--- config.mk ---
export PLATFORM = sky130hd
export DESIGN_NAME = mem_burst_fsm
export DESIGN_NICKNAME = d
export VERILOG_FILES = /design/src/rtl/mem_burst_fsm.sv
export SDC_FILE = /design/constraint.sdc
export NUM_CORES = 1
export LEC_CHECK = 0
export ABC_AREA = 0
export ABC_CLOCK_PERIOD_IN_PS = 9700
export CAP_MARGIN = 20
export CORE_AREA = 4 4 85 87
export CTS_BUF_LIST = sky130_fd_sc_hd__clkbuf_4
export DETAILED_ROUTE_END_ITERATION = 10
export DIE_AREA = 0 0 89 91
export PLACE_DENSITY = 0.77
export SKIP_CTS_REPAIR_TIMING = 1
export SYNTH_ARGS = -nofsm -noshare
export SYNTH_HDL_FRONTEND = slang
export SYNTH_SLANG_ARGS = --single-unit
--- constraint.sdc ---
create_clock -name clk -period 9.7 [get_ports clk]
set_input_delay 1.94 -clock clk [delete_from_list [all_inputs] [get_ports clk]]
set_output_delay 1.94 -clock clk [all_outputs]
set_load 0.005 [all_outputs]
--- src/rtl/mem_burst_fsm.sv ---
`default_nettype none
// ============================================================================
// Module      : mem_burst_fsm
// Description : Burst read/write sequencer with per-beat ready handshake,
//               stall timeout and abort. Sits between a command front-end
//               and a single-port memory interface.
// Revision    : 1.0 - initial release
// ============================================================================
module mem_burst_fsm #(
   parameter int ADDR_W  = 16,
   parameter int LEN_W   = 8,
   parameter int TIMEOUT = 15,
   parameter bit REG_OUT = 1'b1
) (
   input  logic              clk,
   input  logic              rst,
   input  logic              start,
   input  logic              wr_mode,
   input  logic [ADDR_W-1:0] base_addr,
   input  logic [LEN_W-1:0]  burst_len,
   input  logic              abort,
   input  logic              mem_ready,
   output logic              rd,
   output logic              wr,
   output logic [ADDR_W-1:0] addr,
   output logic              busy,
   output logic              done,
   output logic              err
);

   localparam int WAIT_W = (TIMEOUT > 0) ? $clog2(TIMEOUT + 1) : 1;
   localparam int OUT_W  = ADDR_W + 5;

   localparam logic [2:0] c_idle  = 3'd0;
   localparam logic [2:0] c_read  = 3'd1;
   localparam logic [2:0] c_write = 3'd2;
   localparam logic [2:0] c_done  = 3'd3;
   localparam logic [2:0] c_err   = 3'd4;

   localparam logic [WAIT_W-1:0] c_wait_last = WAIT_W'((TIMEOUT > 0) ? TIMEOUT - 1 : 0);
   localparam logic [WAIT_W-1:0] c_wait_max  = '1;

   logic [2:0]        r_state, w_next_state;
   logic [LEN_W-1:0]  r_beat,  w_next_beat;
   logic [LEN_W-1:0]  r_len,   w_next_len;
   logic [WAIT_W-1:0] r_wait,  w_next_wait;
   logic [ADDR_W-1:0] r_base,  w_next_base;
   logic [LEN_W-1:0]  w_beat_inc;
   logic [OUT_W-1:0]  w_out;

   assign w_beat_inc = r_beat + LEN_W'(1);

   always_comb begin
      w_next_state = r_state;
      w_next_beat  = r_beat;
      w_next_len   = r_len;
      w_next_wait  = r_wait;
      w_next_base  = r_base;
      case (r_state)
         c_idle: begin
            if (start) begin
               w_next_base = base_addr;
               w_next_len  = burst_len;
               w_next_beat = '0;
               w_next_wait = '0;
               if (burst_len == '0)
                  w_next_state = c_done;
               else if (wr_mode)
                  w_next_state = c_write;
               else
                  w_next_state = c_read;
            end
         end
         c_read, c_write: begin
            // Abort wins over both a transfer and a timeout in the same cycle
            if (abort) begin
               w_next_state = c_idle;
            end else if (mem_ready) begin
               w_next_beat = w_beat_inc;
               w_next_wait = '0;
               if (w_beat_inc == r_len)
                  w_next_state = c_done;
            end else begin
               if (r_wait != c_wait_max)
                  w_next_wait = r_wait + WAIT_W'(1);
               if ((TIMEOUT != 0) && (r_wait == c_wait_last))
                  w_next_state = c_err;
            end
         end
         default: w_next_state = c_idle;
      endcase
   end

   always_ff @(posedge clk or posedge rst) begin
      if (rst) begin
         r_state <= c_idle;
         r_beat  <= '0;
         r_len   <= '0;
         r_wait  <= '0;
         r_base  <= '0;
      end else begin
         r_state <= w_next_state;
         r_beat  <= w_next_beat;
         r_len   <= w_next_len;
         r_wait  <= w_next_wait;
         r_base  <= w_next_base;
      end
   end

   // Packed as {rd, wr, busy, done, err, addr}; shared by both output styles
   function automatic logic [OUT_W-1:0] f_decode(input logic [2:0]        state,
                                                 input logic [LEN_W-1:0]  beat,
                                                 input logic [ADDR_W-1:0] base);
      logic [ADDR_W-1:0] a;
      a = '0;
      if ((state == c_read) || (state == c_write))
         a = base + ADDR_W'(beat);
      return {state == c_read, state == c_write, state != c_idle,
              state == c_done, state == c_err, a};
   endfunction

   generate
      if (REG_OUT) begin : g_reg_out
         logic [OUT_W-1:0] r_out;
         always_ff @(posedge clk or posedge rst) begin
            if (rst)
               r_out <= '0;
            else
               r_out <= f_decode(w_next_state, w_next_beat, w_next_base);
         end
         assign w_out = r_out;
      end else begin : g_comb_out
         assign w_out = f_decode(r_state, r_beat, r_base);
      end
   endgenerate

   assign {rd, wr, busy, done, err, addr} = w_out;

endmodule
`default_nettype wire
==> summary.md <==
| Metric | Value |
|---|---|
| TritonCTS Sinks | 60 |
| Ports | 51 |
| Met3 Use GR | 0.04525 |
| Clk_skew | 0.01345 ns |
| Grt total ovfl | 0 |
| Sum Neg Setup Slack | 0 ns |
| CP max-delay cell | clkdlybuf4s50_1 |
| Hold Vio Cnt, Final | 0 |
| Hold_ws | 0.4886 ns |
| Final GP Congestion | 0.8335 |
| CTS buffer count | 9 |
| Worst-Skew Late Latency | 0.41 ns |
| Initial cell density of the core | 0.4973 |
| Post-synthesis net count | 376 |
| Final ANT Viol Nets | 0 |
| Max_cap viols | 0 |
| Power per Cell Area | 188.0 nW/um^2 |
| Hpwl dp | 4787 um |
| Proportion of layout cells with a drive suffix above 1 | 0.1046 |
| Largest family of logic cells by synthesized area | simple AND/OR/NAND/NOR gates |
| Drt wl/cell | 14.23 um |
| Largest net degree at the start of global routing | 61 |
| Final setup viols | 0 |
| Global route hottest layer | met2 |
| GRT Util Overall | 0.1830 |
| Tightest Pin Transition | 0.7986 ns |
| Fin crit share | 0.5153 |
| LEAKAGE | 1.823 nW |
| Antenna Cells | 0 |
| Worst path max stage delay | 0.49 ns |
| Vias per inst | 5.388 |
| CTS tree | done |
| P&R area growth vs syn | 23.02% |
| Final min period | 4.999 ns |
| Crit-path cells | clkdlybuf4s50_1, or3b_4, nor2_1, nor2_1, nand2_1, o21ai_0, ha_1, fa_1, nand2_1, a311o_1, o211ai_2, a31oi_2, a21oi_2, a31o_1, a21oi_1 |
| DRT iter0 DRCs | 100 |
| Routed Wire Length | 6673 um |
| Drt drc | 0 |
| PnR worst setup slack | 4.701 ns |
| Clk pin slew, worst setup/hold paths | 0.10 ns |
| Die Wd | 89 um |
| CTS max path bufs | 2 |
| Worst EP required | 10.03 ns |
| # rows | 29 |
| Status | finished, final reports clean |
| Clock root cell | clkbuf_4 |
| RSZ-0062 raised after global routing | false |
| Tightest Hold Check Type | flop to flop |
| Top delay family on crit path | compound AO/OA/AOI/OAI gates |
| Post-Synth XOR/XNOR Area | 0.07765 |
| Core area | 6350 sq um |
| Pre-CTS WS | 4.292 ns |
| Htree depth | 3 |
| Synth cell types | 51 |
| Kind of critical path | primary input to flop |
| Buffers on Ports | 50 |
| CP Capture Type | flop |
| Die Y | 91 um |
| Worst VDD drop | 0.1046 mV |
| Drt first pass iters | 4 |
| Critical path arrival | 5.33 ns |
| First-pass GRT wire length | 11590 um |
| Placed Area | 3726 sq um |
| Slew headroom | 0.4676 |
| Met1 GRT Util | 0.2225 |
| Synth Area in Simple Gates | 0.2342 |
| Slew Viols, Final | 0 |
| Initial antenna violation count | 0 |
| Synth Register Bits | 60 |
| Vias in the first global route | 2512 |
| Global routing usage on met2 | 0.3038 |
| Mapped Cells | 335 |
| Synthesized area | 3158 sq um |
| Synth Warn # | 0 |
| Net count, final | 428 |
| Vias | 2527 |
| CP Launch Type | primary input |
| Fmax | 0.2001 GHz |
| Synth Area per Inst | 9.427 sq um |
| Critical path buffers and inverters | 1 |
| Mux cell area share after synthesis | 0.02219 |
| Die ar. | 8099 sq um |
| Adder-cell share of the synthesized area | 0.04913 |
| Crit path max fanout | 7 |
| Compound-Gate Fraction of Synth Area | 0.1157 |
| Design area | 3885 sq um |
| Sequential share of the synthesized area | 0.4754 |
## stage by stage
step / utilization / cells / total power, mW
global route: 0.6118 / 469 / 0.7853
detailed placement: 0.5868 / 453 / 0.5391
CTS: 0.6118 / 469 / 0.7427
finish: 0.6118 / 469 / 0.7303
global placement: 0.5868 / 453 / 0.5327
floorplan: - / 335 / 0.4599
## registers in the layout, summed over array words and instances (netlist names)
register	count
g_reg_out.r_out	21
r_base	16
r_beat	8
r_len	8
r_state	3
r_wait	4
## cells in the mapped netlist, drive strengths merged
library cell | instances | share of area
nand2 | 78 | 0.093
dfrtp | 60 | 0.48
nor2 | 33 | 0.039
xnor2 | 16 | 0.044
a21oi | 15 | 0.026
o21ai | 13 | 0.024
xor2 | 12 | 0.033
ha | 10 | 0.040
inv | 10 | 0.012
clkbuf | 9 | 0.011
nand3 | 9 | 0.014
nor3 | 8 | 0.019
and3 | 7 | 0.014
a211oi | 5 | 0.012
mux2 | 5 | 0.019
or2 | 5 | 0.0099
nand4 | 4 | 0.0079
a21o | 3 | 0.0071
nor4 | 3 | 0.0059
a221oi | 2 | 0.0075
a31o | 2 | 0.0055
buf | 2 | 0.0032
o211ai | 2 | 0.0063
o21a | 2 | 0.0048
o31ai | 2 | 0.0048
or4 | 2 | 0.0059
a22o | 1 | 0.0028
a311o | 1 | 0.0032
a31oi | 1 | 0.0040
and2 | 1 | 0.0020
fa | 1 | 0.0063
maj3 | 1 | 0.0032
mux2i | 1 | 0.0032
nand4b | 1 | 0.0028
nor2b | 1 | 0.0020
nor3b | 1 | 0.0024
nor4b | 1 | 0.0075
o221ai | 1 | 0.0048
o311ai | 1 | 0.0028
or3 | 1 | 0.0020
or3b | 1 | 0.0036
or4b | 1 | 0.0032
## per-layer routing
metal,part of all wire,up-vias
met3,0.059,14
li1,-,1250
met2,0.51,64
met4,0.021,0
met5,0,-
met1,0.41,1199
## tightest hold or removal path, stage by stage (launching register included)
cell     delay [ns]
dfrtp_1        0.33
nand2_1        0.04
nand2_1        0.08
## logic make-up (layout without fill, tap and decap cells)
kind of cell / Yosys count / in the layout
buffers and inverters: 21 / 78
AO/OA/AOI/OAI: 51 / 51
multiplexers: 6 / 6
flip-flops: 60 / 60
XOR/XNOR: 28 / 28
AND/OR/NAND/NOR: 157 / 157
adder cells (fa/ha/maj): 12 / 12
## placed cells by master, fill, tap and decap left out, drive strengths merged, types with 2 or more instances in the layout
cell type and instances:
clkinv 2, a221oi 2, bufinv 2, or2 5, a211oi 5, o31ai 2
ha 10, dfrtp 60, a21o 3, o21ai 13, nand2 78, a31o 2
inv 10, nor2 33, nand3 9, mux2 5, clkdlybuf4s50 50, buf 2
nor3 8, o21a 2, nor4 3, xnor2 16, nand4 4, xor2 12
or4 2, clkbuf 11, o211ai 2, a21oi 15, and3 7
## cell type report
class / instances / area, sq um
fill: 560 / 2465
multi-input combinational: 254 / 1575
sequential: 60 / 1501
timing repair buffer: 52 / 515.5
tap: 77 / 96.34
clock buffer: 11 / 82.58
clock inverter: 5 / 76.32
inverter: 10 / 37.54
## path summary, 6_finish.rpt
kind	to	from	slack (ns)	cells past startpoint
setup / recovery	g_reg_out.r_out[12]	mem_ready	4.70	15
hold / removal	r_base[0]	r_base[0]	0.49	2
setup reg to reg	g_reg_out.r_out[14]	r_state[1]	6.14	14
hold reg to reg	r_base[0]	r_base[0]	0.49	2
max in group asynchronous	r_state[0]	rst	7.15	3
min in group asynchronous	g_reg_out.r_out[10]	rst	2.06	3
## power breakdown
| part | internal (mW) | total, mW | switching, mW |
|---|---|---|---|
| clock | 0.109 | 0.198 | 0.0890 |
| sequential | 0.297 | 0.325 | 0.0277 |
| combinational | 0.0997 | 0.207 | 0.107 |
| total | 0.506 | 0.730 | 0.224 |
(Power assumes the default switching activity.)
==> variant 1: new RTL, config.mk and constraints unchanged <==
Add an input register stage for `wr_mode`, with the module's reset; this delays it by one clock. The other inputs are not delayed to match.
--- a/src/rtl/mem_burst_fsm.sv
+++ b/src/rtl/mem_burst_fsm.sv
@@ -40,6 +40,16 @@
    localparam logic [WAIT_W-1:0] c_wait_last = WAIT_W'((TIMEOUT > 0) ? TIMEOUT - 1 : 0);
    localparam logic [WAIT_W-1:0] c_wait_max  = '1;
 
+   logic wr_mode_q;
+
+   always_ff @(posedge clk or posedge rst) begin
+      if (rst) begin
+         wr_mode_q <= '0;
+      end else begin
+         wr_mode_q <= wr_mode;
+      end
+   end
+
    logic [2:0]        r_state, w_next_state;
    logic [LEN_W-1:0]  r_beat,  w_next_beat;
    logic [LEN_W-1:0]  r_len,   w_next_len;
@@ -65,7 +75,7 @@
                w_next_wait = '0;
                if (burst_len == '0)
                   w_next_state = c_done;
-               else if (wr_mode)
+               else if (wr_mode_q)
                   w_next_state = c_write;
                else
                   w_next_state = c_read;
Function: changed (Yosys sat finds a counterexample within 4 cycles, from zero or initial values and one cycle with rst high).
==> variant 1 against the original RTL <==
Sequential cell count is 1 higher. Die area stayed put. Routed wire length is 1.1% higher. Synthesized area is 0.79% higher. Non-clock buffer count stayed put. Synthesized cell count is 0.30% higher. Global-route usage is 0.27 points lower. Largest cell class unchanged. Worst setup slack worse by 80 ps. Cell area stayed put. Total power is 3.2% lower.
==> variant 1: results (changes against the original RTL) <==
dp_hpwl_um: 4831  # +0.93%
portBuffers: 50  # unchanged
antenna_found_initial: 0  # unchanged
fin_worst_hold_slack_ps: 511.1  # +22.48 ps
slew_headroom: 0.4637  # -0.003881
grt_usage: 0.1803  # -0.002748
ys.flop_type: "dfrtp_1"
fin_skew_ps: 15.51  # +2.063 ps
p_sw_frac: 0.3254  # +0.01867
grt_use_met2: 0.2797  # -0.02413
diodes: 0  # unchanged
yosys_warnings: 0  # unchanged
use_met1: 0.2285  # +0.005975
gr-total-overflow: 0  # unchanged
clk_pin_slew_ps: 110
ir_drop_mv: 0.1277  # +22%
reg2reg_slack_ps: 6130  # about the same
clk_path_buf_depth: 2  # unchanged
grt_max_degree: 62  # +1.6%
synth_seq_area_share: 0.4796  # +0.004124
netlist_top_cells_area: "dfrtp_1 48%, nand2_1 9.2%, xnor2_1 4.4%"
syn-num-nets: 377  # +0.27%
worstPathMaxFanout: 7  # unchanged
slowest_stage: "clkdlybuf4s50_1"
drt_wl_total_um: 6745  # +1.1%
async_reset_ff_frac: 1.000  # unchanged
drt_iter0_drc: 152  # +52%
vias: 2526  # -0.040%
outcome: "finished, final reports clean"
nNetsFinal: 429  # +0.23%
use_met3: 0.06697  # +0.02172
p_leak_nw: 1.817  # -0.32%
synth_cell_types: 51  # unchanged
synthTopCellsByCount: "78 x nand2_1, 61 x dfrtp_1, 33 x nor2_1"
nFillCells: 559  # -0.18%
grt_pass1_wl_um: 11320  # -2.3%
gp_congestion: 0.8380  # +0.54%
clock_latency_ps: 420
cts_buffers: 9  # unchanged
drive_above_1_share: 0.1018  # -0.002811
first_pass_iters: 4  # unchanged
top_regs: "g_reg_out.r_out x21, r_base x16"
slowest_delay_ps: 470  # -20 ps
cp.arrival_ps: 5420  # +90 ps
hold_class: "reg2reg"
htreeDepth: 3  # unchanged
root_buffer: "clkbuf_4"
variant 1: cell types whose count changed after synthesis, sizes merged:
cell and delta:
dfrtp +1
variant 1: kinds of logic (layout without fill, tap and decap cells):
logic type                 after synthesis  in the layout  share of synthesized area
AOI/OAI and AO/OA                       51             51                     0.1148
and+or+nand+nor                        157            157                     0.2323
DFF                                     61             61                     0.4796
adders and majority gates               12             12                    0.04874
xor gates and xnor gates                28             28                    0.07704
muxes                                    6              6                    0.02201
buffers and inverters                   21             78                    0.02555
variant 1: per-layer routing:
layer,vias to the layer above,part of all wire
li1,1260,-
met1,1177,0.44
met2,74,0.47
met3,15,0.066
met4,0,0.026
met5,-,0
variant 1: power by group through the flow:
stage                     registers [mW]  clock network [mW]  logic, mW
final                              0.329               0.173      0.205
after global routing               0.335               0.189      0.231
after CTS                          0.329               0.179      0.208
after detailed placement           0.334                   0      0.207
after global placement             0.333                   0      0.202
after floorplan                    0.328                   0      0.134
variant 1: area by class of cell:
type / count / area (um2) / share of cell area
clock inverters: 7 / 66.31 / 0.01707
inverters: 10 / 37.54 / 0.009662
multi-input cells: 254 / 1575 / 0.4055
well taps: 77 / 96.34 / 0.02480
clock buffers: 9 / 67.56 / 0.01739
repair buffers: 52 / 515.5 / 0.1327
flip-flops and latches: 61 / 1526 / 0.3929
variant 1: final timing paths:
path,from,endpoint,depth (start not counted)
setup / recovery,abort,g_reg_out.r_out[12],15
hold / removal,r_len[4],r_len[4],2
setup reg to reg,r_state[1],g_reg_out.r_out[10],14
hold reg to reg,r_len[4],r_len[4],2
max in group asynchronous,rst,r_len[2],3
min in group asynchronous,rst,g_reg_out.r_out[8],3
variant 1: stage by stage:
stage | cells | worst slack, ps | total power, mW | instance area (um2)
final | 470 | 4622 | 0.7071 | 3885
after detailed placement | 454 | 4222 | 0.5412 | 3751
after floorplan | 336 | 4999 | 0.4626 | 3183
after global placement | 454 | 4344 | 0.5344 | 3751
after CTS | 470 | 4674 | 0.7164 | 3885
after global routing | 470 | 4416 | 0.7548 | 3885
variant 1: worst max-delay path: cells and delay by family:
family	cells	cell delay [ps]
compound gates	7	1160
buf+inv	1	470
fa+ha+maj	2	670
simple gates	5	1190
==> variant 2: new RTL, same settings <==
Made on the original files. Set the parameter `TIMEOUT` to 16 (it was 15).
--- a/src/rtl/mem_burst_fsm.sv
+++ b/src/rtl/mem_burst_fsm.sv
@@ -9,7 +9,7 @@
 module mem_burst_fsm #(
    parameter int ADDR_W  = 16,
    parameter int LEN_W   = 8,
-   parameter int TIMEOUT = 15,
+   parameter int TIMEOUT = 16,
    parameter bit REG_OUT = 1'b1
 ) (
    input  logic              clk,
Behaviour: no difference found for any inputs over 10 cycles, from zero or initial values and one cycle with rst high; that may be too few to reach the edited logic, so the function may still have changed.
==> variant 2 against the original RTL <==
Worst setup slack got worse by 280 ps. Total power decreased by 3.1%. Sequential cell count increased by 1. Synthesized area increased by 5.9%. Routed wire length increased by 10%. Utilization increased by 2.8 points. Cell area increased by 4.6%. Critical path depth decreased by 2. Largest cell class unchanged. Largest power group unchanged.
==> variant 2: results (changes against the original RTL) <==
outcome: "finished, final reports clean"
drt_iter0_drc: 151  # +51%
buffer_area_frac: 0.1269  # -0.005803
pwr-share-seq: 0.452  # +0.007
p_clk_uw: 189  # -5%
ir_drop_mv: 0.08763  # -16%
synthTopCellsByCount: "61 x dfrtp_1, 49 x nand2_1, 28 x nor2_1"
nNetsFinal: 439  # +2.6%
hold_end: "r_wait[3]"
fin_skew_ps: 9.325  # -4.125 ps
dp_slack_ps: 3992  # -299.2 ps
synth_cell_types: 58  # +14%
powerDensity_nw_per_um2: 174.1  # -7.4%
grt_pass1_vias: 2761  # +9.9%
multi_input_area_share: 0.4225  # +0.01707
signal_buffers: 52  # unchanged
grt_usage: 0.1973  # +0.01432
final_cell_area_um2: 4063  # +4.6%
reg2reg_slack_ps: 5860  # -280 ps
worst-r2r-cell-count: 12  # -2
crit_type: "in2reg"
fin_worst_hold_slack_ps: 478.3  # -10.33 ps
clk_share: 0.03634  # -0.004561
synth_seq_area_share: 0.4562  # -0.01919
netlist_top_cells_area: "dfrtp_1 46%, nand2_1 5.5%, ha_1 4.1%"
slowest_delay_ps: 590  # +100 ps
min_path_cells: 1  # -1
gp_congestion: 0.8488  # +1.8%
switchingPower_uw: 209.8  # -6.4%
grt_pass1_wl_um: 12730  # +9.9%
clock_latency_ps: 390  # -20 ps
non_clock_inverter_count: 16  # +6
fin_cells: 479  # +2.1%
nFillCells: 517  # -7.7%
cp.arrival_ps: 5550  # +220 ps
die_w_um: 89  # unchanged
drive_above_1_share: 0.09950  # -0.005089
ys.flop_type: "dfrtp_1"
seqAreaFraction: 0.3757  # -0.01074
syn_inst: 344  # +2.7%
reg2reg_to: "g_reg_out.r_out[11]"
drt_wl_total_um: 7338  # +10%
min_from: "r_wait[3]"
vias: 2725  # +7.8%
numClockSinks: 61  # +1.7%
multi_input_cells: 257  # +1.2%
slew_headroom: 0.3739  # -0.09374
cts_buffers: 9  # unchanged
crit_start: "start"
place_area_um2: 3915  # +5.1%
slowest_stage: "nor4b_4"
crit_family: "compound AO/OA/AOI/OAI gates"
syn-num-nets: 386  # +2.7%
p_leak_nw: 1.802  # -1.2%
place_inst: 463  # +2.2%
worstPathMaxFanout: 19  # +12
dp_hpwl_um: 5536  # +16%
grt_max_degree: 62  # +1.6%
## variant 2: changes by cell type after synthesis, sizes merged, moves of 5 or more
cell / unedited run / this run
a31oi: 1 / 6
inv: 10 / 16
mux2: 5 / 12
nand2: 78 / 49
nor2: 33 / 28
o21ai: 13 / 23
or3: 1 / 6
xnor2: 16 / 7
## variant 2: cell families after synthesis
logic type               count (synthesis)  synth area share
AO/OA/AOI/OAI                           72            0.1515
XOR/XNOR                                15           0.03927
adder cells (fa/ha/maj)                 13           0.05011
buffers and inverters                   26           0.03328
flip-flops                              61            0.4562
multiplexers                            16           0.05236
AND/OR/NAND/NOR                        141            0.2173
## variant 2: routing by layer
| metal | part of all wire | vias to the layer above | GRT usage |
|---|---|---|---|
| met1 | 0.45 | 1300 | 0.2644 |
| met2 | 0.47 | 80 | 0.3075 |
| met3 | 0.052 | 18 | 0.05158 |
| met5 | 0 | - | 0 |
| li1 | - | 1327 | - |
| met4 | 0.020 | 0 | 0.07072 |
